**config.mk**
```make
export PLATFORM = sky130hd
export DESIGN_NAME = odu_deframer
export DESIGN_NICKNAME = d
export VERILOG_FILES = /design/src/rtl/odu_pkg.sv /design/src/rtl/odu_deframer_osu_gearbox.sv /design/src/rtl/odu_deframer.sv
export SDC_FILE = /design/constraint.sdc
export NUM_CORES = 2
export LEC_CHECK = 0
export ABC_AREA = 0
export ABC_CLOCK_PERIOD_IN_PS = 5250
export CAP_MARGIN = 0
export CORE_MARGIN = 5
export CORE_UTILIZATION = 49
export CTS_CLUSTER_SIZE = 14
export DETAILED_ROUTE_END_ITERATION = 6
export PLACE_DENSITY = 0.88
export SLEW_MARGIN = 20
export SYNTH_ARGS = -nofsm -noshare
export SYNTH_HDL_FRONTEND = slang
export SYNTH_HIERARCHICAL = 1
export SYNTH_SLANG_ARGS = --single-unit
```
**constraint.sdc**
```tcl
create_clock -name i_clk -period 5.25 [get_ports i_clk]
set_input_delay 1.05 -clock i_clk [delete_from_list [all_inputs] [get_ports i_clk]]
set_output_delay 1.05 -clock i_clk [all_outputs]
set_load 0.02 [all_outputs]
```
**src/rtl/odu_pkg.sv**
```systemverilog
// Shared ODU framing constants: row headers, stuff pattern, MFAS tags, widths,
// deframer state encoding, plus small helpers used by generator and deframer.
package odu_pkg;

    localparam int SEG_W  = 128;
    localparam int BEAT_W = 384;
    localparam int ACC_W  = 640;

    localparam logic [127:0] HDR_ROW0  = {16{8'h11}};
    localparam logic [127:0] HDR_ROW1  = {16{8'h22}};
    localparam logic [127:0] HDR_ROW2  = {16{8'h33}};
    localparam logic [127:0] STUFF_PAT = {16{8'h99}};

    localparam logic [7:0] MFAS_ROW0 = 8'd0;
    localparam logic [7:0] MFAS_ROW1 = 8'd64;
    localparam logic [7:0] MFAS_ROW2 = 8'd128;

    typedef enum logic [0:0] {
        ST_HUNT = 1'b0,
        ST_SYNC = 1'b1
    } dfr_state_e;

    function automatic logic [127:0] hdr_for_row(input logic [1:0] row);
        case (row)
            2'd0:    return HDR_ROW0;
            2'd1:    return HDR_ROW1;
            2'd2:    return HDR_ROW2;
            default: return HDR_ROW0;
        endcase
    endfunction

    function automatic logic [7:0] mfas_for_row(input logic [1:0] row);
        case (row)
            2'd0:    return MFAS_ROW0;
            2'd1:    return MFAS_ROW1;
            2'd2:    return MFAS_ROW2;
            default: return MFAS_ROW0;
        endcase
    endfunction

    function automatic logic [15:0] sat_inc16(input logic [15:0] v);
        if (v == 16'hFFFF) begin
            return v;
        end else begin
            return v + 16'd1;
        end
    endfunction

endpackage

```
**src/rtl/odu_deframer_osu_gearbox.sv**
```systemverilog
// Segment gearbox: appends 0/2/3 incoming 128-bit segments behind a residue of
// 0..2 segments and emits the oldest three as one 384-bit packet when available.
module osu_gearbox
    import odu_pkg::*;
(
    input  logic              i_clk,
    input  logic              i_rst_n,
    input  logic [1:0]        i_seg_cnt,
    input  logic [BEAT_W-1:0] i_seg_bus,
    input  logic              i_flush,
    output logic [BEAT_W-1:0] o_pkt,
    output logic              o_pkt_valid
);

    logic [ACC_W-1:0]  acc_q, acc_d, merged_s;
    logic [BEAT_W-1:0] bus_s;
    logic [2:0]        fill_q, fill_d, total_s;

    // Mask off segment slots the producer did not declare valid
    always_comb begin
        case (i_seg_cnt)
            2'd3:    bus_s = i_seg_bus;
            2'd2:    bus_s = {i_seg_bus[BEAT_W-1:SEG_W], 128'd0};
            default: bus_s = 384'd0;
        endcase
    end

    // Place new segments directly behind the residue (oldest sits at the MSB end)
    always_comb begin
        case (fill_q)
            3'd0:    merged_s = acc_q | {bus_s, 256'd0};
            3'd1:    merged_s = acc_q | {128'd0, bus_s, 128'd0};
            3'd2:    merged_s = acc_q | {256'd0, bus_s};
            default: merged_s = acc_q;
        endcase
    end

    // Emit at most one packet per beat; flush discards everything including it
    always_comb begin
        total_s     = fill_q + {1'b0, i_seg_cnt};
        o_pkt       = merged_s[ACC_W-1:ACC_W-BEAT_W];
        o_pkt_valid = 1'b0;
        acc_d       = merged_s;
        fill_d      = total_s;
        if (i_flush) begin
            acc_d  = 640'd0;
            fill_d = 3'd0;
        end else if (total_s >= 3'd3) begin
            o_pkt_valid = 1'b1;
            acc_d       = {merged_s[ACC_W-BEAT_W-1:0], 384'd0};
            fill_d      = total_s - 3'd3;
        end else begin
            o_pkt_valid = 1'b0;
        end
    end

    // Accumulator and fill count
    always_ff @(posedge i_clk or negedge i_rst_n) begin
        if (!i_rst_n) begin
            acc_q  <= 640'd0;
            fill_q <= 3'd0;
        end else begin
            acc_q  <= acc_d;
            fill_q <= fill_d;
        end
    end

endmodule

```
**src/rtl/odu_deframer.sv**
```systemverilog
// ODU row-stream deframer: locks on the 3-row multiframe, checks header and
// stuff fields, strips them and re-packs payload into 384-bit OSU packets.
module odu_deframer
    import odu_pkg::*;
#(
    parameter int ROW_BEATS = 80
) (
    input  logic              i_clk,
    input  logic              i_rst_n,
    input  logic [BEAT_W-1:0] i_odu_data,
    input  logic              i_odu_valid,
    input  logic              i_odu_rs,
    input  logic [7:0]        i_odu_mfas,
    output logic [BEAT_W-1:0] o_osu_data,
    output logic              o_osu_valid,
    output logic              o_osu_first,
    output logic              o_locked,
    output logic [1:0]        o_row_idx,
    output logic [15:0]       o_hdr_err_cnt,
    output logic [15:0]       o_stuff_err_cnt
);

    localparam logic [6:0] LAST_BEAT = 7'(ROW_BEATS - 1);

    dfr_state_e        state_q, state_d;
    logic [6:0]        beat_cnt_q, beat_cnt_d;
    logic [1:0]        row_idx_q, row_idx_d;
    logic [15:0]       hdr_err_q, hdr_err_d, stuff_err_q, stuff_err_d;
    logic              first_pend_q, first_pend_d;
    logic [BEAT_W-1:0] osu_data_q, osu_data_d;
    logic              osu_valid_q, osu_valid_d, osu_first_q, osu_first_d;

    logic [1:0]        exp_row_s;
    logic              lock_ok_s, hdr_err_s, stuff_err_s;
    logic [1:0]        seg_cnt_s;
    logic [BEAT_W-1:0] seg_bus_s, pkt_s;
    logic              flush_s, pkt_valid_s;

    // Header/stuff checks; a header beat is checked against the row it opens
    always_comb begin
        exp_row_s   = (row_idx_q == 2'd2) ? 2'd0 : row_idx_q + 2'd1;
        lock_ok_s   = i_odu_rs && (i_odu_mfas == MFAS_ROW0) && (i_odu_data[383:256] == HDR_ROW0);
        hdr_err_s   = 1'b0;
        stuff_err_s = 1'b0;
        if (i_odu_valid && (state_q == ST_SYNC)) begin
            if (beat_cnt_q == 7'd0) begin
                hdr_err_s = !i_odu_rs || (i_odu_mfas != mfas_for_row(exp_row_s))
                            || (i_odu_data[383:256] != hdr_for_row(exp_row_s));
            end else begin
                hdr_err_s   = i_odu_rs;
                stuff_err_s = !i_odu_rs && (beat_cnt_q == LAST_BEAT) && (i_odu_data[127:0] != STUFF_PAT);
            end
        end else begin
            hdr_err_s   = 1'b0;
            stuff_err_s = 1'b0;
        end
    end

    // FSM state register
    always_ff @(posedge i_clk or negedge i_rst_n) begin
        if (!i_rst_n) begin
            state_q <= ST_HUNT;
        end else begin
            state_q <= state_d;
        end
    end

    // FSM next state
    always_comb begin
        state_d = state_q;
        if (i_odu_valid) begin
            case (state_q)
                ST_HUNT: state_d = lock_ok_s ? ST_SYNC : ST_HUNT;
                ST_SYNC: state_d = hdr_err_s ? ST_HUNT : ST_SYNC;
                default: state_d = ST_HUNT;
            endcase
        end else begin
            state_d = state_q;
        end
    end

    // FSM outputs: which segments of this beat feed the gearbox, or a flush
    always_comb begin
        seg_cnt_s = 2'd0;
        seg_bus_s = 384'd0;
        flush_s   = 1'b0;
        if (i_odu_valid) begin
            case (state_q)
                ST_HUNT: begin
                    if (lock_ok_s) begin
                        seg_cnt_s = 2'd2;
                        seg_bus_s = {i_odu_data[255:0], 128'd0};
                    end else begin
                        flush_s = 1'b1;
                    end
                end
                ST_SYNC: begin
                    if (hdr_err_s) begin
                        flush_s = 1'b1;
                    end else if (beat_cnt_q == 7'd0) begin
                        seg_cnt_s = 2'd2;
                        seg_bus_s = {i_odu_data[255:0], 128'd0};
                    end else if (beat_cnt_q == LAST_BEAT) begin
                        seg_cnt_s = 2'd2;
                        seg_bus_s = {i_odu_data[383:128], 128'd0};
                    end else begin
                        seg_cnt_s = 2'd3;
                        seg_bus_s = i_odu_data;
                    end
                end
                default: flush_s = 1'b1;
            endcase
        end else begin
            flush_s = 1'b0;
        end
    end

    osu_gearbox u_gearbox (
        .i_clk       (i_clk),
        .i_rst_n     (i_rst_n),
        .i_seg_cnt   (seg_cnt_s),
        .i_seg_bus   (seg_bus_s),
        .i_flush     (flush_s),
        .o_pkt       (pkt_s),
        .o_pkt_valid (pkt_valid_s)
    );

    // Row tracking, error counters and multiframe-first marking
    always_comb begin
        beat_cnt_d   = beat_cnt_q;
        row_idx_d    = row_idx_q;
        hdr_err_d    = hdr_err_q;
        stuff_err_d  = stuff_err_q;
        first_pend_d = first_pend_q;
        if (i_odu_valid) begin
            case (state_q)
                ST_HUNT: begin
                    beat_cnt_d   = lock_ok_s ? 7'd1 : 7'd0;
                    row_idx_d    = 2'd0;
                    first_pend_d = lock_ok_s;
                end
                ST_SYNC: begin
                    if (hdr_err_s) begin
                        beat_cnt_d   = 7'd0;
                        row_idx_d    = 2'd0;
                        first_pend_d = 1'b0;
                        hdr_err_d    = sat_inc16(hdr_err_q);
                    end else begin
                        beat_cnt_d = (beat_cnt_q == LAST_BEAT) ? 7'd0 : beat_cnt_q + 7'd1;
                        if (pkt_valid_s) begin
                            first_pend_d = 1'b0;
                        end else begin
                            first_pend_d = first_pend_q;
                        end
                        if (beat_cnt_q == 7'd0) begin
                            row_idx_d = exp_row_s;
                            if (exp_row_s == 2'd0) begin
                                first_pend_d = 1'b1;
                            end else begin
                                first_pend_d = first_pend_q;
                            end
                        end else begin
                            row_idx_d = row_idx_q;
                        end
                        if (stuff_err_s) begin
                            stuff_err_d = sat_inc16(stuff_err_q);
                        end else begin
                            stuff_err_d = stuff_err_q;
                        end
                    end
                end
                default: begin
                    beat_cnt_d   = 7'd0;
                    row_idx_d    = 2'd0;
                    first_pend_d = 1'b0;
                end
            endcase
        end else begin
            beat_cnt_d = beat_cnt_q;
        end
        osu_valid_d = pkt_valid_s;
        osu_first_d = pkt_valid_s && first_pend_q;
        osu_data_d  = pkt_valid_s ? pkt_s : osu_data_q;
    end

    // Datapath and output registers
    always_ff @(posedge i_clk or negedge i_rst_n) begin
        if (!i_rst_n) begin
            beat_cnt_q   <= 7'd0;
            row_idx_q    <= 2'd0;
            hdr_err_q    <= 16'd0;
            stuff_err_q  <= 16'd0;
            first_pend_q <= 1'b0;
            osu_data_q   <= 384'd0;
            osu_valid_q  <= 1'b0;
            osu_first_q  <= 1'b0;
        end else begin
            beat_cnt_q   <= beat_cnt_d;
            row_idx_q    <= row_idx_d;
            hdr_err_q    <= hdr_err_d;
            stuff_err_q  <= stuff_err_d;
            first_pend_q <= first_pend_d;
            osu_data_q   <= osu_data_d;
            osu_valid_q  <= osu_valid_d;
            osu_first_q  <= osu_first_d;
        end
    end

    assign o_osu_data      = osu_data_q;
    assign o_osu_valid     = osu_valid_q;
    assign o_osu_first     = osu_first_q;
    assign o_locked        = (state_q == ST_SYNC);
    assign o_row_idx       = row_idx_q;
    assign o_hdr_err_cnt   = hdr_err_q;
    assign o_stuff_err_cnt = stuff_err_q;

endmodule

```
# After elaboration in Yosys (flattened, before gate mapping)

Cells that the tools add are included.

Output and inout bits: 421
Input port bits: 396
Flip-flop bits (word level): 1072
Logic and storage cells: 109

Equal/unequal tests: 17
Magnitude comparators: 1
Reduce and logical (&&, ||, !) cells: 17
Add/subtract/negate cells: 6
Multiplexer cells: 50
Bitwise operators: 7

Operators by type and width:

| operator                                                             | number |
|---|---|
| 640-bit case mux with 3 select lines                                 | 1 |
| 384-bit two-way mux                                                  | 4 |
| 384-bit case mux with 2 select lines                                 | 2 |
| 640-bit two-way mux                                                  | 2 |
| 640-bit by 384-bit bitwise OR with 640-bit output                    | 1 |
| 640-bit by 512-bit bitwise OR with 640-bit output                    | 1 |
| 640-bit bitwise OR                                                   | 1 |
| 128-bit two-way mux                                                  | 3 |
| 126-bit case mux with 2 select lines                                 | 1 |
| 128-bit by 125-bit == test with 1-bit output (second input constant) | 1 |
| 128-bit inequality test                                              | 1 |
| 128-bit inequality test (second input constant)                      | 1 |
| 16-bit by 1-bit adder with 16-bit output (second input constant)     | 2 |
| 16-bit == test (second input constant)                               | 2 |
| 1-bit two-way mux                                                    | 18 |
| 8-bit two-way mux                                                    | 2 |
| 8-bit case mux with 2 select lines                                   | 1 |
| 7-bit two-way mux                                                    | 2 |
| 7-bit case mux with 2 select lines                                   | 1 |
| 2-bit two-way mux                                                    | 6 |
| 2-bit == test (second input constant)                                | 4 |
| 8-bit logical NOT                                                    | 1 |
| 8-bit inequality test                                                | 1 |
| 2-bit case mux with 2 select lines                                   | 2 |
| 25 further kinds                                                     | 37 |

# Longest topological paths before layout

Depth in word-level cells: 22
Gate-level depth with buffers: 24
Gate-level depth less buffers: 21

# By module

Netlist, hierarchy kept.

By module, submodules not included:

| module       | area an instance (µm²) | instances | cells each | sequential area each (µm²) |
|---|---|---|---|---|
| osu_gearbox  | 29689.7                | 1         | 2847       | 16090.4 |
| odu_deframer | 21065.2                | 1         | 1684       | 10735.3 |

# Worst setup path before layout

OpenSTA, ideal clock, no wires.

Kind: input -> register
From: in i_odu_data[339]
To: reg osu_data_q[282], in the netlist o_osu_data[282]
Setup time: 0.125 ns
Arrival: 5.182 ns
Data required time: 5.125 ns
Path buffers: 5
Slack: -0.056 ns
Stages on the path: 19
Cells stage by stage: nor4_1 > nand4_1 > or4_1 > nor3_2 > and4_1 > buf_4 > o21ai_0 > nand2_1 > fa_1 > xnor2_1 > ha_1 > and2b_1 > or2_2 > buf_2 > inv_1 > clkbuf_1 > clkbuf_1 > clkbuf_1 > mux2_2

Longest elaborated chain between the ends: 11
Elaborated cells between the ends (all ways): 27
Those cells by class: add/sub: 1; order compare: 1; eq/ne: 4; mux: 18; bitwise: 1; reduce/logical: 2

Ends and longest elaborated chain:

| item                                             | line                           | RTL |
|---|---|---|
| start, declared                                  | odu_deframer.sv:10             | `input logic [BEAT_W-1:0] i_odu_data,` |
| 128-bit inequality test                          | odu_deframer.sv:48             | `\|\| (i_odu_data[383:256] != hdr_for_row(exp_row_s));` |
| 1-bit logical OR                                 | odu_deframer.sv:48             |  |
| 1-bit two-way mux                                | odu_deframer.sv:46             | `if (beat_cnt_q == 7'd0) begin` |
| 1-bit two-way mux                                | odu_deframer.sv:45             | `if (i_odu_valid && (state_q == ST_SYNC)) begin` |
| 2-bit two-way mux                                | odu_deframer.sv:98             | `if (hdr_err_s) begin` |
| 2-bit case mux with 2 select lines *             | odu_deframer.sv:88             | `case (state_q)` |
| 2-bit two-way mux *                              | odu_deframer.sv:87             | `if (i_odu_valid) begin` |
| named net seg_cnt_s[1]                           | odu_deframer.sv:35             | `logic [1:0] seg_cnt_s;` |
| 3-bit by 2-bit adder with 3-bit output *         | odu_deframer_osu_gearbox.sv:40 | `total_s = fill_q + {1'b0, i_seg_cnt};` |
| 3-bit by 2-bit >= comparator with 1-bit output * | odu_deframer_osu_gearbox.sv:48 | `end else if (total_s >= 3'd3) begin` |
| 1-bit two-way mux *                              | odu_deframer_osu_gearbox.sv:48 |  |
| 1-bit two-way mux *                              | odu_deframer_osu_gearbox.sv:45 | `if (i_flush) begin` |
| named net osu_valid_d                            | odu_deframer.sv:31             | `logic osu_valid_q, osu_valid_d, osu_first_q, osu_first_d;` |
| end signal, assigned                             | odu_deframer.sv:203            | `osu_data_q <= osu_data_d;` |
| end, declared                                    | odu_deframer.sv:30             | `logic [BEAT_W-1:0] osu_data_q, osu_data_d;` |

Mark *: on every way through the listed nets, which the timed path passes. The rest lies on a longest branch.
A chain may end at the register's enable or synchronous reset.

# Worst setup path after layout

From: in i_odu_data[294]
To: reg u_gearbox.acc_q[566]

Longest elaborated chain between the ends: 13
Elaborated cells between the ends (all ways): 29
Those cells by class: add/sub: 1; order compare: 1; eq/ne: 4; mux: 18; bitwise: 3; reduce/logical: 2

Ends and longest elaborated chain:

| item                                                                           | line                           | RTL |
|---|---|---|
| 128-bit inequality test                                                        | odu_deframer.sv:48             |  |
| 1-bit logical OR                                                               | odu_deframer.sv:48             |  |
| 1-bit two-way mux                                                              | odu_deframer.sv:46             |  |
| 1-bit two-way mux                                                              | odu_deframer.sv:45             |  |
| 2-bit two-way mux                                                              | odu_deframer.sv:98             |  |
| 2-bit case mux with 2 select lines *                                           | odu_deframer.sv:88             |  |
| 2-bit two-way mux *                                                            | odu_deframer.sv:87             |  |
| named net seg_cnt_s[1]                                                         | odu_deframer.sv:35             |  |
| branches (longest 4 deep; another with 3-bit by 2-bit adder with 3-bit output) | --                             |  |
| 640-bit two-way mux *                                                          | odu_deframer_osu_gearbox.sv:48 |  |
| 640-bit two-way mux *                                                          | odu_deframer_osu_gearbox.sv:45 |  |
| named net u_gearbox.acc_d[566]                                                 | odu_deframer_osu_gearbox.sv:15 | `logic [ACC_W-1:0] acc_q, acc_d, merged_s;` |
| end signal, assigned                                                           | odu_deframer_osu_gearbox.sv:60 | `acc_q <= 640'd0;` |
| end signal, assigned                                                           | odu_deframer_osu_gearbox.sv:63 | `acc_q <= acc_d;` |
| end, declared                                                                  | odu_deframer_osu_gearbox.sv:15 |  |

Mark *: on every way through the listed nets, which the timed path passes.

==> results.sh <==
export IMPL_status="complete, but fails checks"
export IMPL_violations="DRC"
export IMPL_final_net_count=5808
export IMPL_floorplan_initialDensity_pct=49.18
export IMPL_fin_worst_skew_ps=26.67
export IMPL_drt_wirelength_per_cell_um=31.35
export IMPL_worst_endpoint_required_ps=5870
export IMPL_period_share_pct=97.04
export IMPL_final_number_of_hold_violating_endpoints=0
export IMPL_critical_path_max_stage_delay_ps=630
export IMPL_worst_setup_path_start_kind="input port"
export IMPL_clockRootBuffer="clkbuf_16"
export IMPL_clock_tree_from_tritoncts="yes"
export IMPL_flip_flop_and_latch_count_after_synthesis=1072
export IMPL_min_period_ps=5094
export IMPL_die_y_um=331.8
export IMPL_grt_max_degree=157
export IMPL_synth_area_mux_share_pct=8.709
export IMPL_cts_htree_levels=3
export IMPL_synthesis_instances=4531
export IMPL_synth_top_area_share_pct=52.85
export IMPL_worst_hold_path_type="in -> async"
export IMPL_core_area_sq_mm=0.1032
export IMPL_die_w_um=331.8
export IMPL_tightest_pin_transition_ps=1188
export IMPL_drtIter0Drc=7656
export IMPL_max_vdd_ir_drop_v=0.0003792
export IMPL_worst_setup_path_type="in -> reg"
export IMPL_timing_critical_path_cells="clkdlybuf4s50_1 -> nor4_4 -> nand4_1 -> buf_4 -> or4_1 -> nor3_2 -> and4_1 -> o21ai_0 -> nand2_1 -> fa_1 -> ha_1 -> ha_1 -> and2b_1 -> buf_4 -> nor2b_4 -> buf_12 -> buf_12 -> o2bb2ai_1"
export IMPL_design_die_area_sq_mm=0.1101
export IMPL_cts_inserted_buffers=110
export IMPL_end_kind="register"
export IMPL_synth_top_area_cell="dfrtp_1"
export IMPL_drt_antenna_violating_nets=0
export IMPL_worst_case_clock_buffer_depth=3
export IMPL_timing_max_transition_violations_final=0
export IMPL_io_pins=817
export IMPL_clk_latency_ps=730
export IMPL_grt_overflow=0
export IMPL_grt_antenna_before_repair=70
export IMPL_yosys_warnings=6
export IMPL_pwr_density_cell_mw_per_mm2=314.5
export IMPL_postCtsSetupBuffers=0
export IMPL_firstDrtPassIters=7
export IMPL_setup_viol=0
export IMPL_avgSynthCellArea_sq_um=11.20
export IMPL_ys_flop_type="dfrtp_1"
export IMPL_yosysMostFrequentCell="dfrtp_1"
export IMPL_cts_sink_count=1072
export IMPL_combined_area_of_all_synthesized_cells_sq_mm=0.05075
export IMPL_seq_area_frac_synth_pct=52.85
export IMPL_global_route_usage_total_pct=37.51
export IMPL_critPathArrivalTime_ps=5720
export IMPL_post_dp_hpwl_mm=149.7
export IMPL_synth_enable_flop_cells=0
export IMPL_fillers=7253
export IMPL_route_detailed_drc=11
export IMPL_post_synth_and_or_nand_nor_area_fraction_pct=11.85
export IMPL_vias_in_the_first_global_route=47040
export IMPL_max_cap_violations=0
export IMPL_slew_headroom_pct=20.80
export IMPL_fin_tns_setup_ps=0
export IMPL_path_max_fanout=27
export IMPL_biggest_area_contributors_in_the_synthesized_netlist="dfrtp_1 (53%), mux2_2 (8.6%), a22o_1 (4.4%), o2bb2ai_1 (4.4%), a31o_2 (3.7%)"
export IMPL_portBuffers=816
export IMPL_placement_rows=118
export IMPL_timing_critical_path_slowest_stage_cell="clkdlybuf4s50_1"
export IMPL_grt_pass1_wl_mm=313.8
export IMPL_compound_cell_area_share_of_the_yosys_netlist_pct=21.55
export IMPL_drt_vias_per_instance=6.912
export IMPL_synth_lib_cells_used_distinct=63
export IMPL_power_leakage_nw=31.39
export IMPL_synthXorXnorAreaFrac_pct=0.5695
export IMPL_flow_area_growth_from_synthesis_pct=31.65
export IMPL_largest_family_of_logic_cells_by_synthesized_area="compound AO/OA/AOI/OAI gates"
export IMPL_hold_worst_slack_ps=392.5
export IMPL_routed_wl_mm=217.0
export IMPL_postCtsHoldBufs=0
export IMPL_fraction_of_final_layout_cells_with_drive_strength_greater_than_1_pct=21.83
export IMPL_vias=47850
export IMPL_gp_congestion=0.9740
export IMPL_clkTransAtPathRegs_ps=60
export IMPL_achievable_frequency_ghz=0.1963
export IMPL_post_synth_fa_ha_maj_area_fraction_pct=0.2367
export IMPL_synthTopCellsByCount="dfrtp_1 (1072), mux2_2 (389), nor2_1 (287)"
export IMPL_synthesis_nets=4936
export IMPL_ys_async_rst_share_pct=100.0
repair_timing:
item                       in CTS  in global routing
resized for setup               6                  4
setup endpoints to repair    1025                668
pin swaps                       0                  2
logic make-up after synthesis:
logic type | count (synthesis)
xor+xnor | 33
compound gates | 1399
flops | 1072
simple gates | 1176
mux | 393
buf+inv | 449
fa+ha+maj | 9
cells in the final DEF (no fill, tap or decap), types with 89 or more instances in the layout:
cell type        instances
nand3_1                244
buf_12                 112
a22o_1                 257
dfrtp_1               1072
and3_1                 136
nand2_1                181
buf_4                  270
clkbuf_16              111
o2bb2ai_1              257
a32o_1                  89
nor2_1                 286
clkdlybuf4s50_1        815
and2_1                 129
a21oi_1                231
mux2_2                 389
a31oi_1                190
a31o_2                 212
flip-flops by register name, indices dropped and copies added (netlist names):
signal            count
o_hdr_err_cnt        16
beat_cnt_q            7
u_gearbox/acc_q     640
o_osu_data          384
o_stuff_err_cnt      16
u_gearbox/fill_q      3
o_row_idx             2
o_osu_valid           1
first_pend_q          1
o_osu_first           1
o_locked              1
final timing paths:
kind | start | end | slack [ps] | cells past startpoint
worst max-delay path | i_odu_data[294] | u_gearbox/acc_q[566]$_DFF_PN0_ | 160 | 18
worst min-delay path | i_rst_n | o_osu_data[365]$_DFFE_PN0P_ | 390 | 1
worst max register to register | o_row_idx[1]$_DFFE_PN0P_ | o_osu_data[205]$_DFFE_PN0P_ | 350 | 18
worst min register to register | u_gearbox/acc_q[51]$_DFF_PN0_ | u_gearbox/acc_q[51]$_DFF_PN0_ | 480 | 2
max in group asynchronous | i_rst_n | u_gearbox/acc_q[30]$_DFF_PN0_ | 3620 | 2
min in group i_clk | u_gearbox/acc_q[51]$_DFF_PN0_ | u_gearbox/acc_q[51]$_DFF_PN0_ | 480 | 2
routing by layer:
| metal | vias to the layer above | part of all wire [%] | GRT usage [%] |
|---|---|---|---|
| li1 | 19030 | - | - |
| met1 | 23290 | 33 | 45.04 |
| met2 | 4355 | 44 | 56.13 |
| met3 | 1147 | 14 | 13.37 |
| met4 | 28 | 9.0 | 27.01 |
| met5 | - | 0.085 | 0 |
final cells by class:
type / count / area [sq um] / area share, %
inverter: 11 / 48.80 / 0.07303
multi-input combinational: 3010 / 21960 / 32.87
timing repair buffer: 1198 / 12440 / 18.62
antenna: 51 / 127.6 / 0.1910
clock inverter: 47 / 528.0 / 0.7902
clock buffer: 154 / 3159 / 4.728
sequential: 1072 / 26830 / 40.15
tap: 1380 / 1727 / 2.584
critical path, delay by kind of cell:
family                   cells  cell delay (ps)
AO/OA/AOI/OAI                2              290
adder cells (fa/ha/maj)      3              820
buffers and inverters        5             1360
AND/OR/NAND/NOR              8             2140
metrics by stage:
step	cells	setup WS, ps	total power, mW	util [%]	area (sq um)
floorplan	4531	-56.21	10.62	-	50790
global placement	6671	-1001	12.86	60.98	62940
detailed placement	6671	-1049	12.90	60.98	62940
CTS	6872	95.89	20.86	64.60	66670
global route	6909	-15.34	21.44	64.71	66780
finish	6923	155.5	21.01	64.74	66820
power by group:
part           internal, mW  total [mW]  switching, mW
sequential             8.36        8.48          0.120
clock                  4.60        8.06           3.46
combinational          1.34        4.47           3.13
Note: power is estimated with default switching activity, not from simulation.
